`config.mk`:
```
export PLATFORM = sky130hd
export DESIGN_NAME = mult_arbiter
export DESIGN_NICKNAME = d
export VERILOG_FILES = /design/src/rtl/mult_pkg.sv /design/src/rtl/mult.sv /design/src/rtl/mult_arbiter.sv
export SDC_FILE = /design/constraint.sdc
export NUM_CORES = 1
export LEC_CHECK = 0
export CORE_MARGIN = 2
export CORE_UTILIZATION = 30
export DETAILED_ROUTE_END_ITERATION = 8
export PLACE_DENSITY = 0.5
export SYNTH_ARGS = -nofsm -noshare
export SYNTH_HDL_FRONTEND = slang
export SYNTH_SLANG_ARGS = --single-unit
export TNS_END_PERCENT = 20
```
`constraint.sdc`:
```
create_clock -name clock -period 4 [get_ports clock]
set_input_delay 0.6 -clock clock [delete_from_list [all_inputs] [get_ports clock]]
set_output_delay 0.6 -clock clock [all_outputs]
set_load 0.05 [all_outputs]
```
`src/rtl/mult_pkg.sv`:
```
// Shared definitions for the multiplier arbiter: FSM encodings, widths, timeout default.
package mult_pkg;

  localparam int A_W             = 16;
  localparam int B_W             = 8;
  localparam int P_W             = 24;
  localparam int TIMEOUT_DEFAULT = 255;

  typedef enum logic [1:0] {
    IDLE    = 2'd0,
    ISSUE   = 2'd1,
    WAIT    = 2'd2,
    RECOVER = 2'd3
  } state_t;

endpackage

```
`src/rtl/mult.sv`:
```
// Sequential 16x8 shift-add multiplier with enable/busy/finish handshake.
// Enable is sampled while idle; busy rises the next cycle, eight add/shift
// steps follow, and finish pulses for one cycle with the product valid.
// The product stays on its output until the next accepted enable.
module mult
  import mult_pkg::*;
(
  input  logic           clock,
  input  logic           reset,
  input  logic           enable,
  input  logic [A_W-1:0] a,
  input  logic [B_W-1:0] b,
  output logic           busy,
  output logic           finish,
  output logic [P_W-1:0] product
);

  logic [P_W-1:0] mcand;
  logic [B_W-1:0] mplier;
  logic [2:0]     step;

  // Accept operands when idle, then run one add/shift step per cycle
  always_ff @(posedge clock) begin
    if (reset) begin
      busy    <= 1'b0;
      finish  <= 1'b0;
      mcand   <= '0;
      mplier  <= '0;
      step    <= '0;
      product <= '0;
    end else begin
      finish <= 1'b0;
      if (!busy) begin
        if (enable) begin
          mcand   <= {{(P_W-A_W){1'b0}}, a};
          mplier  <= b;
          product <= '0;
          step    <= '0;
          busy    <= 1'b1;
        end
      end else begin
        if (mplier[0]) product <= product + mcand;
        mcand  <= mcand << 1;
        mplier <= mplier >> 1;
        step   <= step + 3'd1;
        if (step == 3'd7) begin
          busy   <= 1'b0;
          finish <= 1'b1;
        end
      end
    end
  end

endmodule

```
`src/rtl/mult_arbiter.sv`:
```
// Round-robin arbiter sharing one sequential multiplier between two requesters,
// with a timeout that aborts a stuck operation and resets the multiplier.
module mult_arbiter
  import mult_pkg::*;
#(
  parameter int TIMEOUT = TIMEOUT_DEFAULT
) (
  input  logic           clock,
  input  logic           reset,
  input  logic [1:0]     req,
  input  logic [A_W-1:0] a0,
  input  logic [A_W-1:0] a1,
  input  logic [B_W-1:0] b0,
  input  logic [B_W-1:0] b1,
  output logic [1:0]     gnt,
  output logic [1:0]     done,
  output logic [1:0]     err,
  output logic [P_W-1:0] result,
  output logic           busy
);

  localparam int CNT_W = $clog2(TIMEOUT + 1);

  state_t         state, state_next;
  logic           owner, last, pick;
  logic           grant, complete, abort, timed_out;
  logic [CNT_W-1:0] cnt;
  logic [A_W-1:0] op_a;
  logic [B_W-1:0] op_b;
  logic           mult_en, mult_abort, mult_rst;
  logic           mult_busy, mult_finish;
  logic [P_W-1:0] mult_product;

  // Abort pulse lasts the RECOVER cycle; block reset also clears the multiplier
  assign mult_rst  = reset | mult_abort;
  assign timed_out = (cnt == CNT_W'(TIMEOUT - 1));
  assign busy      = (state != IDLE);

  mult u_mult (
    .clock   (clock),
    .reset   (mult_rst),
    .enable  (mult_en),
    .a       (op_a),
    .b       (op_b),
    .busy    (mult_busy),
    .finish  (mult_finish),
    .product (mult_product)
  );

  // State register
  always_ff @(posedge clock) begin
    if (reset) state <= IDLE;
    else       state <= state_next;
  end

  // Next state and one-cycle strobes; on a tie the requester not served last wins
  always_comb begin
    state_next = state;
    grant      = 1'b0;
    complete   = 1'b0;
    abort      = 1'b0;
    pick       = owner;
    case (state)
      IDLE: begin
        if (|req) begin
          grant      = 1'b1;
          pick       = (req == 2'b11) ? ~last : req[1];
          state_next = ISSUE;
        end
      end
      ISSUE: begin
        if (timed_out) begin
          abort      = 1'b1;
          state_next = RECOVER;
        end else if (mult_busy) begin
          state_next = WAIT;
        end
      end
      WAIT: begin
        if (mult_finish) begin
          complete   = 1'b1;
          state_next = IDLE;
        end else if (timed_out) begin
          abort      = 1'b1;
          state_next = RECOVER;
        end
      end
      RECOVER: state_next = IDLE;
      default: state_next = IDLE;
    endcase
  end

  // Operand capture, handshake, timeout count and result/pulse registers
  always_ff @(posedge clock) begin
    if (reset) begin
      gnt        <= '0;
      done       <= '0;
      err        <= '0;
      result     <= '0;
      cnt        <= '0;
      mult_en    <= 1'b0;
      mult_abort <= 1'b0;
      owner      <= 1'b0;
      last       <= 1'b1;
      op_a       <= '0;
      op_b       <= '0;
    end else begin
      gnt        <= {grant & pick, grant & ~pick};
      done       <= {complete & owner, complete & ~owner};
      err        <= {abort & owner, abort & ~owner};
      mult_abort <= abort;
      if (state == ISSUE || state == WAIT) cnt <= cnt + 1'b1;
      if (grant) begin
        owner   <= pick;
        op_a    <= pick ? a1 : a0;
        op_b    <= pick ? b1 : b0;
        mult_en <= 1'b1;
        cnt     <= '0;
      end
      if ((state == ISSUE && mult_busy) || abort) mult_en <= 1'b0;
      if (complete) begin
        result <= mult_product;
        last   <= owner;
      end
      if (abort) last <= owner;
    end
  end

endmodule
```
Word-level counts from Yosys, hierarchy flattened
Cells that the tools add are included.
Widths: inputs -> output; s select.

storage, ports and cells
  output and inout port bits = 31
  input bits = 52
  register bits after elaboration = 129

operators by class
  eq/ne operators = 10
  $add $sub $neg = 3
  multiplexer cells = 33
  reductions and logical operators = 14
  bitwise gates (word level) = 11

operator list
  kind                 number
  $mux 24              5
  $add 24x24->24       1
  $mux 16              1
  $mux 1               15
  $mux 7               2
  $mux 2               5
  $reduce_or 2->1      5
  $add 8x1->8 const B  1
  $eq 8x8->1 const B   1
  $mux 8               1
  $pmux 2 s4           1
  $and 1x1->1          6
  $eq 2x2->1 const B   3
  $mux 3               2
  $ne 3x2->1 const B   2
  $reduce_bool 2->1    3
  $ne 2x2->1 const B   2
  $not 1->1            4
  $add 3x1->3 const B  1
  $eq 3x3->1 const B   1
  $reduce_and 3->1     1
  $eq 2x1->1 const B   1
  $logic_not 2->1      1
  $logic_or 1x1->1     2
  other kinds (4)      4

Longest topological paths before layout
Gate-level depths: netlist of run 1.

  depth in word-level cells = 6
  depth in mapped cells = 10
  gate-level depth less buffers = 10

By module
From an unflattened synthesis of run 1, not the netlist that was laid out.

second synthesis, totals
  cell total of the unflattened synthesis = 732
  area total of the unflattened synthesis = 6,282.3 um2

by module, submodules not included
  module        cells an instance  seq. area each (um2)  area an instance (um2)  times used
  mult          423                1,221.2               3,599.7                 1
  mult_arbiter  309                1,361.3               2,682.6                 1

Worst setup path after synthesis of run 1
Ideal clock, no wire load.

  path type = reg2reg
  start point = reg u_mult.product[0]
  end point = reg u_mult.product[18]
  period minus slack after synthesis = 2,336 ps
  setup time = 117 ps
  arrival = 2,219 ps
  stages on the path, launching flop included = 11
  required time = 3,883 ps
  path buffers = 0
  setup slack = 1,664 ps
  cells stage by stage = dfxtp_1 ha_1 fa_1 a21oi_1 o21ai_1 a21oi_1 o21a_1 o21ai_2 a31oi_1 mux2i_1 nand2_1

on the way
  cells in the longest elaborated chain, start to end = 3

ends and longest elaborated chain
  what                      RTL line    source
  start: declaration        mult.sv:15  output logic [P_W-1:0] product
  start signal: assignment  mult.sv:42  if (mplier[0]) product <= product + mcand;
  $add 24x24->24            mult.sv:42
  $mux 24                   mult.sv:42
  $mux 24                   mult.sv:33  if (!busy) begin

Every way passes these cells. The select of a mux whose other input is x is not followed.
A chain may end at the register's enable or synchronous reset.

Final worst setup path of run 1
  start point = reg u_mult.busy
  end point = reg u_mult.product[15]

on the way
  cells in the longest elaborated chain, start to end = 2
  elaborated cells on any way between the ends = 4

ends and longest elaborated chain
  what                                                       RTL line    source
  start: declaration                                         mult.sv:13  output logic busy,
  start signal: assignment                                   mult.sv:25  busy <= 1'b0;
  start signal: assignment                                   mult.sv:39  busy <= 1'b1;
  start signal: assignment                                   mult.sv:47  busy <= 1'b0;
  $ne 2x2->1 (no line) or $reduce_bool 2->1 (tied branches)  --
  $reduce_and 2->1 (no line)                                 --

Several ways; a longest one is shown, not always the timed one.

==> flow_summary.yaml, run 1 <==
status:
  outcome: "finished, final reports clean"
logic_synthesis:
  synth_fa_ha_area_frac: 0.0669
  synth_edf_count: 0
  postSynthCellCount: 728
  synth_top_family_by_area: "compound AO/OA/AOI/OAI gates"
  yosys.area_share.simple: 0.190
  ys.flop_type: "dfxtp_1"
  syn_nets: 812
  synth_area_um2: 6090
  synth_seq_cells: 129
  ys_warn_count: 0
  syn_avg_cell_area_um2: 8.37
  ys_types: 56
  synth_xor_area_frac: 0.0345
  seq_area_frac_synth: 0.424
  synthMuxAreaShare: 0.0443
  synthArstFlopShare: 0
  synth-compound-area-share: 0.207
sta:
  final_max_slew_viol_count: 0
  fin_skew_ns: 0.0100
  max_freq_mhz: 367
  fin_crit_sh: 0.682
  timing.final.hold_violations: 0
  tightest_slew_ns: 1.12
  fin_crit_ns: 2.73
  slew_headroom: 0.250
  setup_viol: 0
  fin_tns_setup_ns: 0
  rsz0062_at_grt: "no"
routing:
  dr_total_vias: 5176
  antenna_left: 0
  wl_mm: 15.3
  drtIter0Drc: 273
  drtPass1Iterations: 4
  avgRoutedWirePerCell_um: 14.3
  drc_errors: 0
  detail_route.vias_per_cell: 4.83
hold_path:
  hold_depth: 2
  holdPathEnd: "result[20]"
  hold_start: "result[20]"
  hold_path_class: "flip-flop to flip-flop"
power_and_ir_drop:
  p_total_mw: 4.06
  max-vdd-ir-drop_mv: 0.276
  p_per_area_nw_per_um2: 524
  leakage_nw: 3.01
worst_setup_path:
  start_kind: "flip-flop"
  critPathRequiredTime_ns: 4.34
  rr_worst_depth: 6
  worstPathMaxFanout: 71
  r2r-end: "u_mult.product[15]"
  r2r_setup_slack_ns: 1.27
  worst-setup-path-type: "flip-flop to flip-flop"
  timing.rr.start: "u_mult.busy"
  arrival_ns: 3.07
  end_kind: "flip-flop"
global_routing:
  grt_first_pass_wirelength_mm: 25.6
  antenna_found_initial: 0
  grt_remaining_overflow: 0
  grt_pass1_vias: 5067
  grt.total_usage: 0.148
  grt_max_degree: 72
floorplan:
  die_y_um: 147
  rows: 52
  die-area_um2: 21500
  initial_core_util: 0.303
  die_w_um: 147
  ios: 83
  core_area_um2: 20100
clock_network:
  cts_tree: "yes"
  clkSinkCount: 129
  cts_max_level: 4
  cts-root-buf: "clkbuf_16"
  clk_pin_slew_ns: 0.06
  ctsResizeCount: 0
  cts-hold-fix-buffers: 0
  clock_path_buffers: 2
  cts_setup_buffers: 0
  worst_skew_pair.late_latency_ns: 0.42
  cts_buffers: 17
cells_and_area:
  drive_gt1_frac: 0.0661
  finalNetCount: 874
  antennaDiodeCount: 0
  final_util: 0.385
  n_fill_cell: 2055
  area_growth_pct: 27.0
placed_design:
  portBuffers: 82
  place_congestion: 0.841
  dp_hpwl_mm: 10.6
flow_run:
  cap_violations: 0
==> worst max path at each step <==
| stage | slack, ns | startpoint | end | depth (start not counted) |
|---|---|---|---|---|
| after global placement | 1.26 | u_mult.busy | u_mult.product[15] | 6 |
| after global routing | 1.0 | u_mult.busy | u_mult.product[15] | 6 |
| final | 1.27 | u_mult.busy | u_mult.product[15] | 6 |
| after detailed placement | 1.19 | u_mult.busy | u_mult.product[15] | 6 |
| after floorplan | 1.66 | u_mult.product[0] | u_mult.product[18] | 10 |
| after CTS | 1.17 | u_mult.busy | u_mult.product[15] | 6 |
==> cells in the final DEF, fill, tap and decap left out, types with 5 or more instances in the layout <==
cell type and n:
xnor2_1 10, buf_4 6, nor3_1 8, inv_1 7
o21ai_0 16, and3_1 8, dfxtp_1 127, a22oi_1 33
ha_1 31, mux2i_1 27, nand2b_1 5, xor2_1 14
nand2_1 104, nor2_1 87, nor3b_1 14, a21oi_1 104
nor2b_1 11, o21ai_1 7, clkdlybuf4s50_1 81, a21o_1 10
clkbuf_16 17
==> metrics by stage <==
step | instance area, µm² | worst slack [ns] | hold WS (ns) | cells
final | 7740 | 1.27 | 0.451 | 1072
after detailed placement | 7120 | 1.19 | 0.446 | 1041
after global routing | 7740 | 0.999 | 0.469 | 1072
after floorplan | 6090 | 1.66 | 0.443 | 728
after global placement | 7120 | 1.26 | 0.445 | 1041
after CTS | 7740 | 1.17 | 0.455 | 1072
==> power by group <==
group,total [mW],internal [mW],switching [mW]
clock,1.63,1.04,0.593
sequential,1.53,1.42,0.107
combinational,0.894,0.347,0.546
total,4.06,2.81,1.25
==> critical path, stage by stage (launching register included) <==
cell      delay [ns]
dfxtp_2         0.32
buf_4           0.52
inv_1           0.17
a21oi_2         0.54
and2_0          0.77
a221oi_1        0.21
o21ai_1         0.10
==> layer usage <==
metal  share of wire  vias to the layer above  GRT usage
met2            0.44                       90      0.227
li1                -                     2674          -
met3           0.040                       15     0.0334
met4           0.016                        0     0.0466
met5               0                        -          0
met1            0.50                     2397      0.206
==> cells by family (layout without fill, tap and decap cells) <==
logic type,count (synthesis),in the layout
and+or+nand+nor,259,259
AOI/OAI and AO/OA,205,205
DFF,129,129
buffers and inverters,52,126
adders and majority gates,32,32
muxes,27,27
xor gates and xnor gates,24,24
==> cells in the mapped netlist, types with 10 or more instances <==
| cell type | number | area share |
|---|---|---|
| a22oi_1 | 33 | 0.041 |
| nor2b_1 | 11 | 0.011 |
| nor3b_1 | 14 | 0.017 |
| dfxtp_1 | 129 | 0.42 |
| xnor2_1 | 10 | 0.014 |
| xor2_1 | 14 | 0.020 |
| nand2_1 | 104 | 0.064 |
| mux2i_1 | 27 | 0.044 |
| a21oi_1 | 105 | 0.086 |
| nor2_1 | 87 | 0.054 |
| clkbuf_1 | 35 | 0.022 |
| o21ai_0 | 17 | 0.014 |
| ha_1 | 31 | 0.064 |
| a21o_1 | 10 | 0.012 |
==> area by class of cell <==
cell class	count	area, µm²	area share
clock buffers	18	429	0.0554
clock inverters	13	186	0.0241
inverters	7	26.3	0.00339
multi-input cells	547	3310	0.428
flip-flops and latches	129	2580	0.334
well taps	270	338	0.0436
repair buffers	88	861	0.111
==> state kept, by name, indices dropped and copies added, names as in the netlist, 2 cells and up <==
name            cells
u_mult.product     24
u_mult.step         3
cnt                 8
state               2
op_b                8
err                 2
u_mult.mplier       8
op_a               16
result             24
gnt                 2
u_mult.mcand       24
done                2
No activity file was read; power rests on OpenSTA's default activity.
==> inputs of run 2 (changes only) <==
--- a/config.mk
+++ b/config.mk
@@ -8,7 +8,7 @@
 export CORE_MARGIN = 2
 export CORE_UTILIZATION = 30
 export DETAILED_ROUTE_END_ITERATION = 8
-export PLACE_DENSITY = 0.5
+export PLACE_DENSITY = 0.52
 export SYNTH_ARGS = -nofsm -noshare
 export SYNTH_HDL_FRONTEND = slang
 export SYNTH_SLANG_ARGS = --single-unit
==> constraint.sdc (replaced) <==
create_clock -name clock -period 2.2 [get_ports clock]
set_input_delay 0.33 -clock clock [delete_from_list [all_inputs] [get_ports clock]]
set_output_delay 0.33 -clock clock [all_outputs]
set_load 0.05 [all_outputs]
==> run 2 against run 1 <==
  * Clock-buffer cell count unchanged
  * Clock skew about the same
  * Final area increased by 9.3%
  * Sequential power is 82% higher
  * Maximum frequency up 25%
  * Combinational power rose by 100%
  * Wire length increased by 3.4%
==> flow_summary.yaml, run 2 (synthesis results as in run 1) <==
worst_setup_path:
  arrival_ns: 2.48
  worstPathMaxFanout: 4
  r2r-end: "u_mult.product[18]"
  critPathRequiredTime_ns: 2.51
  worst-setup-path-type: "flip-flop to flip-flop"
  end_kind: "flip-flop"
  r2r_setup_slack_ns: 0.03
  start_kind: "flip-flop"
  timing.rr.start: "u_mult.product[0]"
  rr_worst_depth: 10
global_routing:
  grt_first_pass_wirelength_mm: 26.0
  grt_pass1_vias: 5050
  grt_max_degree: 70
  grt_remaining_overflow: 0
  grt.total_usage: 0.152
  antenna_found_initial: 0
cells_and_area:
  final_util: 0.421
  finalNetCount: 924
  final_cell_mix: "dfxtp_1, nand2_1, a21oi_1"
  multi_input_area_um2: 3530
  final_common_cell: "dfxtp_1"
  reg_top3: "result x24, u_mult.mcand x24, u_mult.product x24"
  regArea_um2: 2610
  area_growth_pct: 38.8
  n_fill_cell: 2002
  final_cells: 1123
  drive_gt1_frac: 0.174
  antennaDiodeCount: 0
routing:
  detail_route.vias_per_cell: 4.75
  drtIter0Drc: 335
  dr_total_vias: 5337
  antenna_left: 0
  wl_mm: 15.8
  drc_errors: 0
  avgRoutedWirePerCell_um: 14.1
  drtPass1Iterations: 5
sta:
  max_freq_mhz: 460
  final_max_slew_viol_count: 0
  holdWs_ns: 0.307
  slew_headroom: 0.370
  fin_skew_ns: 0.00968
  setup_viol: 0
  timing.final.hold_violations: 0
  fin_crit_ns: 2.17
  fin_crit_sh: 0.988
  tightest_slew_ns: 0.945
  fin_ws_ns: 0.0259
  rsz0062_at_grt: "yes"
clock_network:
  cts-root-buf: "clkbuf_16"
  clock_path_buffers: 2
  cts_tree: "yes"
  cts-hold-fix-buffers: 0
  cts_max_level: 4
  cts_buffers: 17
  worst_skew_pair.late_latency_ns: 0.42
  clk_pin_slew_ns: 0.06
  clkSinkCount: 129
floorplan:
  initial_core_util: 0.303
  core_area_um2: 20100
  die_y_um: 147
  rows: 52
  ios: 83
  die-area_um2: 21500
  die_w_um: 147
power_and_ir_drop:
  max-vdd-ir-drop_mv: 0.540
  pwr-share-comb: 0.225
  p_sw_mw: 2.30
  leakage_nw: 3.30
  intPower_mw: 5.62
  seqPwrFrac: 0.352
  p_sw_frac: 0.290
  p_clk_frac: 0.422
  p_per_area_nw_per_um2: 937
status:
  outcome: "finished, final reports clean"
placed_design:
  portBuffers: 82
  place_congestion: 0.894
  placedCellCount: 1089
  post-place-ws_ns: -0.0703
  dp_hpwl_mm: 11.5
hold_path:
  hold_path_class: "input port to flip-flop"
  holdPathEnd: "op_a[9]"
  hold_depth: 2
  hold_start: "reset"
flow_run:
  cap_violations: 0
run 2: metal layers:
metal  part of all wire  vias up  global-route usage
li1                   -     2780                   -
met1               0.50     2443               0.212
met2               0.45      105               0.233
met3              0.040        9              0.0391
met4             0.0086        0              0.0422
met5                  0        -                   0
run 2: power groups by stage:
stage               Combinational, mW  Clock (mW)  Sequential [mW]
floorplan                        1.20           0             2.77
global placement                 1.78           0             2.83
detailed placement               1.78           0             2.83
CTS                              1.79        3.43             2.78
global route                     2.00        3.56             2.82
finish                           1.79        3.34             2.79
run 2: how the worst max path moves through the flow:
stage | startpoint | to | slack [ns]
final | u_mult.product[0] | u_mult.product[18] | 0.03
after CTS | u_mult.product[0] | u_mult.product[18] | -0.005
after global placement | u_mult.product[0] | u_mult.product[18] | -0.06
after floorplan | u_mult.product[0] | u_mult.product[18] | 0.01
after detailed placement | u_mult.product[0] | u_mult.product[18] | -0.07
after global routing | u_mult.mcand[0] | u_mult.product[18] | -0.09
run 2: critical path, stage by stage, from the launching register on:
cell and delay [ns]:
dfxtp_2 0.33, ha_4 0.16, fa_2 0.39, a21oi_4 0.18, o21ai_2 0.08, a21oi_2 0.16, o21a_2 0.19, o21ai_4 0.10
a31oi_4 0.21, mux2i_1 0.20, nand2_1 0.06
run 2: metrics by stage:
step | cell area (µm²) | power [mW] | setup TNS [ns]
6_report | 8460 | 7.92 | 0
5_1_grt | 8460 | 8.38 | -0.366
4_1_cts | 8260 | 8.00 | -0.00485
3_5_place_dp | 7520 | 4.60 | -0.249
3_3_place_gp | 7520 | 4.61 | -0.142
2_1_floorplan | 6110 | 3.97 | 0
run 2: area by class of cell:
type                       count  area share
clock inverter                14      0.0308
tap                          270      0.0399
sequential                   129       0.308
multi-input combinational    547       0.417
inverter                       7     0.00311
clock buffer                  18      0.0519
timing repair buffer         138       0.149
run 2: what timing repair did:
action / CTS / global route
setup endpoints to repair: 8 / 12
gates cloned: 0 / 0
pin swaps: 4 / 25
resized for setup: 7 / 41
buffers inserted: 0 / 2
==> inputs of run 3 (changes only) <==
--- a/config.mk
+++ b/config.mk
@@ -7,6 +7,7 @@
 export LEC_CHECK = 0
 export CORE_MARGIN = 2
 export CORE_UTILIZATION = 30
+export CTS_BUF_LIST = sky130_fd_sc_hd__clkbuf_16
 export DETAILED_ROUTE_END_ITERATION = 8
 export PLACE_DENSITY = 0.52
 export SYNTH_ARGS = -nofsm -noshare
==> run 3 against run 2 <==
  * Flip-flop and latch count unchanged
  * Clock power about the same
  * Register-to-register slack about the same
  * Global-route usage about the same
  * First-iteration DRC count decreased by 14%
  * Worst setup slack got worse by 0.00053 ns
  * Combinational power about the same
  * Critical endpoint unchanged
  * Highest routed layer unchanged
==> flow_summary.yaml, run 3 (synthesis results as in run 1) <==
cells_and_area:
  final_util: 0.420
  final_common_cell: "dfxtp_1"
  regArea_um2: 2610
  area_growth_pct: 38.6
  final_cell_mix: "dfxtp_1, nand2_1, a21oi_1"
  n_fill_cell: 2005
  finalNetCount: 924
  drive_gt1_frac: 0.172
  reg_top3: "result x24, u_mult.mcand x24, u_mult.product x24"
  multi_input_area_um2: 3530
  antennaDiodeCount: 0
  final_cell_area_um2: 8450
sta:
  fin_ws_ns: 0.0253
  fin_crit_ns: 2.17
  slew_headroom: 0.371
  setup_viol: 0
  timing.final.hold_violations: 0
  rsz0062_at_grt: "yes"
  holdWs_ns: 0.304
  final_max_slew_viol_count: 0
  tightest_slew_ns: 0.943
  max_freq_mhz: 460
  fin_crit_sh: 0.988
  fin_skew_ns: 0.0110
hold_path:
  hold_depth: 2
  hold_path_class: "input port to flip-flop"
routing:
  dr_total_vias: 5335
  avgRoutedWirePerCell_um: 14.1
  drtPass1Iterations: 5
  antenna_left: 0
  detail_route.vias_per_cell: 4.75
  wl_mm: 15.8
  drtIter0Drc: 288
  drc_errors: 0
clock_network:
  clk_pin_slew_ns: 0.06
  clkSinkCount: 129
  cts_buffers: 17
  cts_max_level: 4
  clock_path_buffers: 2
  cts_tree: "yes"
  cts-root-buf: "clkbuf_16"
  worst_skew_pair.late_latency_ns: 0.42
floorplan:
  die_y_um: 147
  die-area_um2: 21500
  ios: 83
  initial_core_util: 0.303
  rows: 52
  die_w_um: 147
  core_area_um2: 20100
global_routing:
  grt_max_degree: 70
  grt_pass1_vias: 5046
  grt_remaining_overflow: 0
  grt_first_pass_wirelength_mm: 26.0
  antenna_found_initial: 0
  grt.total_usage: 0.152
placed_design:
  post-place-ws_ns: -0.0703
  dp_hpwl_mm: 11.5
  place_congestion: 0.894
  portBuffers: 82
  placed_area_um2: 7520
worst_setup_path:
  worst-setup-path-type: "flip-flop to flip-flop"
  worstPathMaxFanout: 4
  end_kind: "flip-flop"
  arrival_ns: 2.49
  critPathRequiredTime_ns: 2.51
  start_kind: "flip-flop"
  rr_worst_depth: 10
power_and_ir_drop:
  seqPwrFrac: 0.354
  max-vdd-ir-drop_mv: 0.539
  p_per_area_nw_per_um2: 934
  p_total_mw: 7.89
  p_sw_mw: 2.30
  pwr-share-comb: 0.226
  intPower_mw: 5.59
  p_clk_frac: 0.420
  leakage_nw: 3.29
  p_sw_frac: 0.292
flow_run:
  cap_violations: 0
status:
  outcome: "finished, final reports clean"
## run 3: changes by cell type in the layout (fill, tap and decap cells not counted)
cell / before / now
clkinv_1: 0 / 1
clkbuf_8: 1 / 0
## run 3: cell type report
type | count | area share
multi-input combinational | 547 | 0.418
inverter | 7 | 0.00311
sequential | 129 | 0.309
clock inverter | 15 | 0.0312
tap | 270 | 0.0400
clock buffer | 17 | 0.0504
timing repair buffer | 138 | 0.149
## run 3: worst max-delay path: stages, from the launching register on
cell	delay [ns]
dfxtp_2	0.33
ha_4	0.16
fa_2	0.39
a21oi_4	0.18
o21ai_2	0.08
a21oi_2	0.16
o21a_2	0.19
o21ai_4	0.10
a31oi_4	0.21
mux2i_1	0.20
nand2_1	0.06
## run 3: per-layer routing
| metal | track usage | part of all wire |
|---|---|---|
| met1 | 0.211 | 0.50 |
| met3 | 0.0391 | 0.040 |
| met4 | 0.0422 | 0.011 |
| met2 | 0.233 | 0.45 |
| met5 | 0 | 0 |
## run 3: power by group through the flow
stage	logic (mW)	clock network, mW	registers, mW
after floorplan	1.20	0	2.77
after global placement	1.78	0	2.83
after detailed placement	1.78	0	2.83
after CTS	1.79	3.39	2.78
after global routing	2.00	3.52	2.82
final	1.78	3.31	2.79
## run 3: timing repair
item	in CTS	in global routing
buffers inserted	0	2
setup endpoints to repair	8	12
hold buffers	0	0
pin swaps	4	25
resized for setup	7	41
## run 3: path summary, 6_finish.rpt
path	from	endpoint	slack [ns]
worst min register to register	result[5]	result[5]	0.45
worst max register to register	u_mult.product[0]	u_mult.product[18]	0.03
worst max-delay path	u_mult.product[0]	u_mult.product[18]	0.03
worst min-delay path	reset	op_a[3]	0.30
## run 3: metrics by stage
step,cells,TNS (ns)
2_1_floorplan,728,0
3_5_place_dp,1089,-0.249
4_1_cts,1121,-0.00485
3_3_place_gp,1089,-0.142
5_1_grt,1123,-0.366
6_report,1123,0
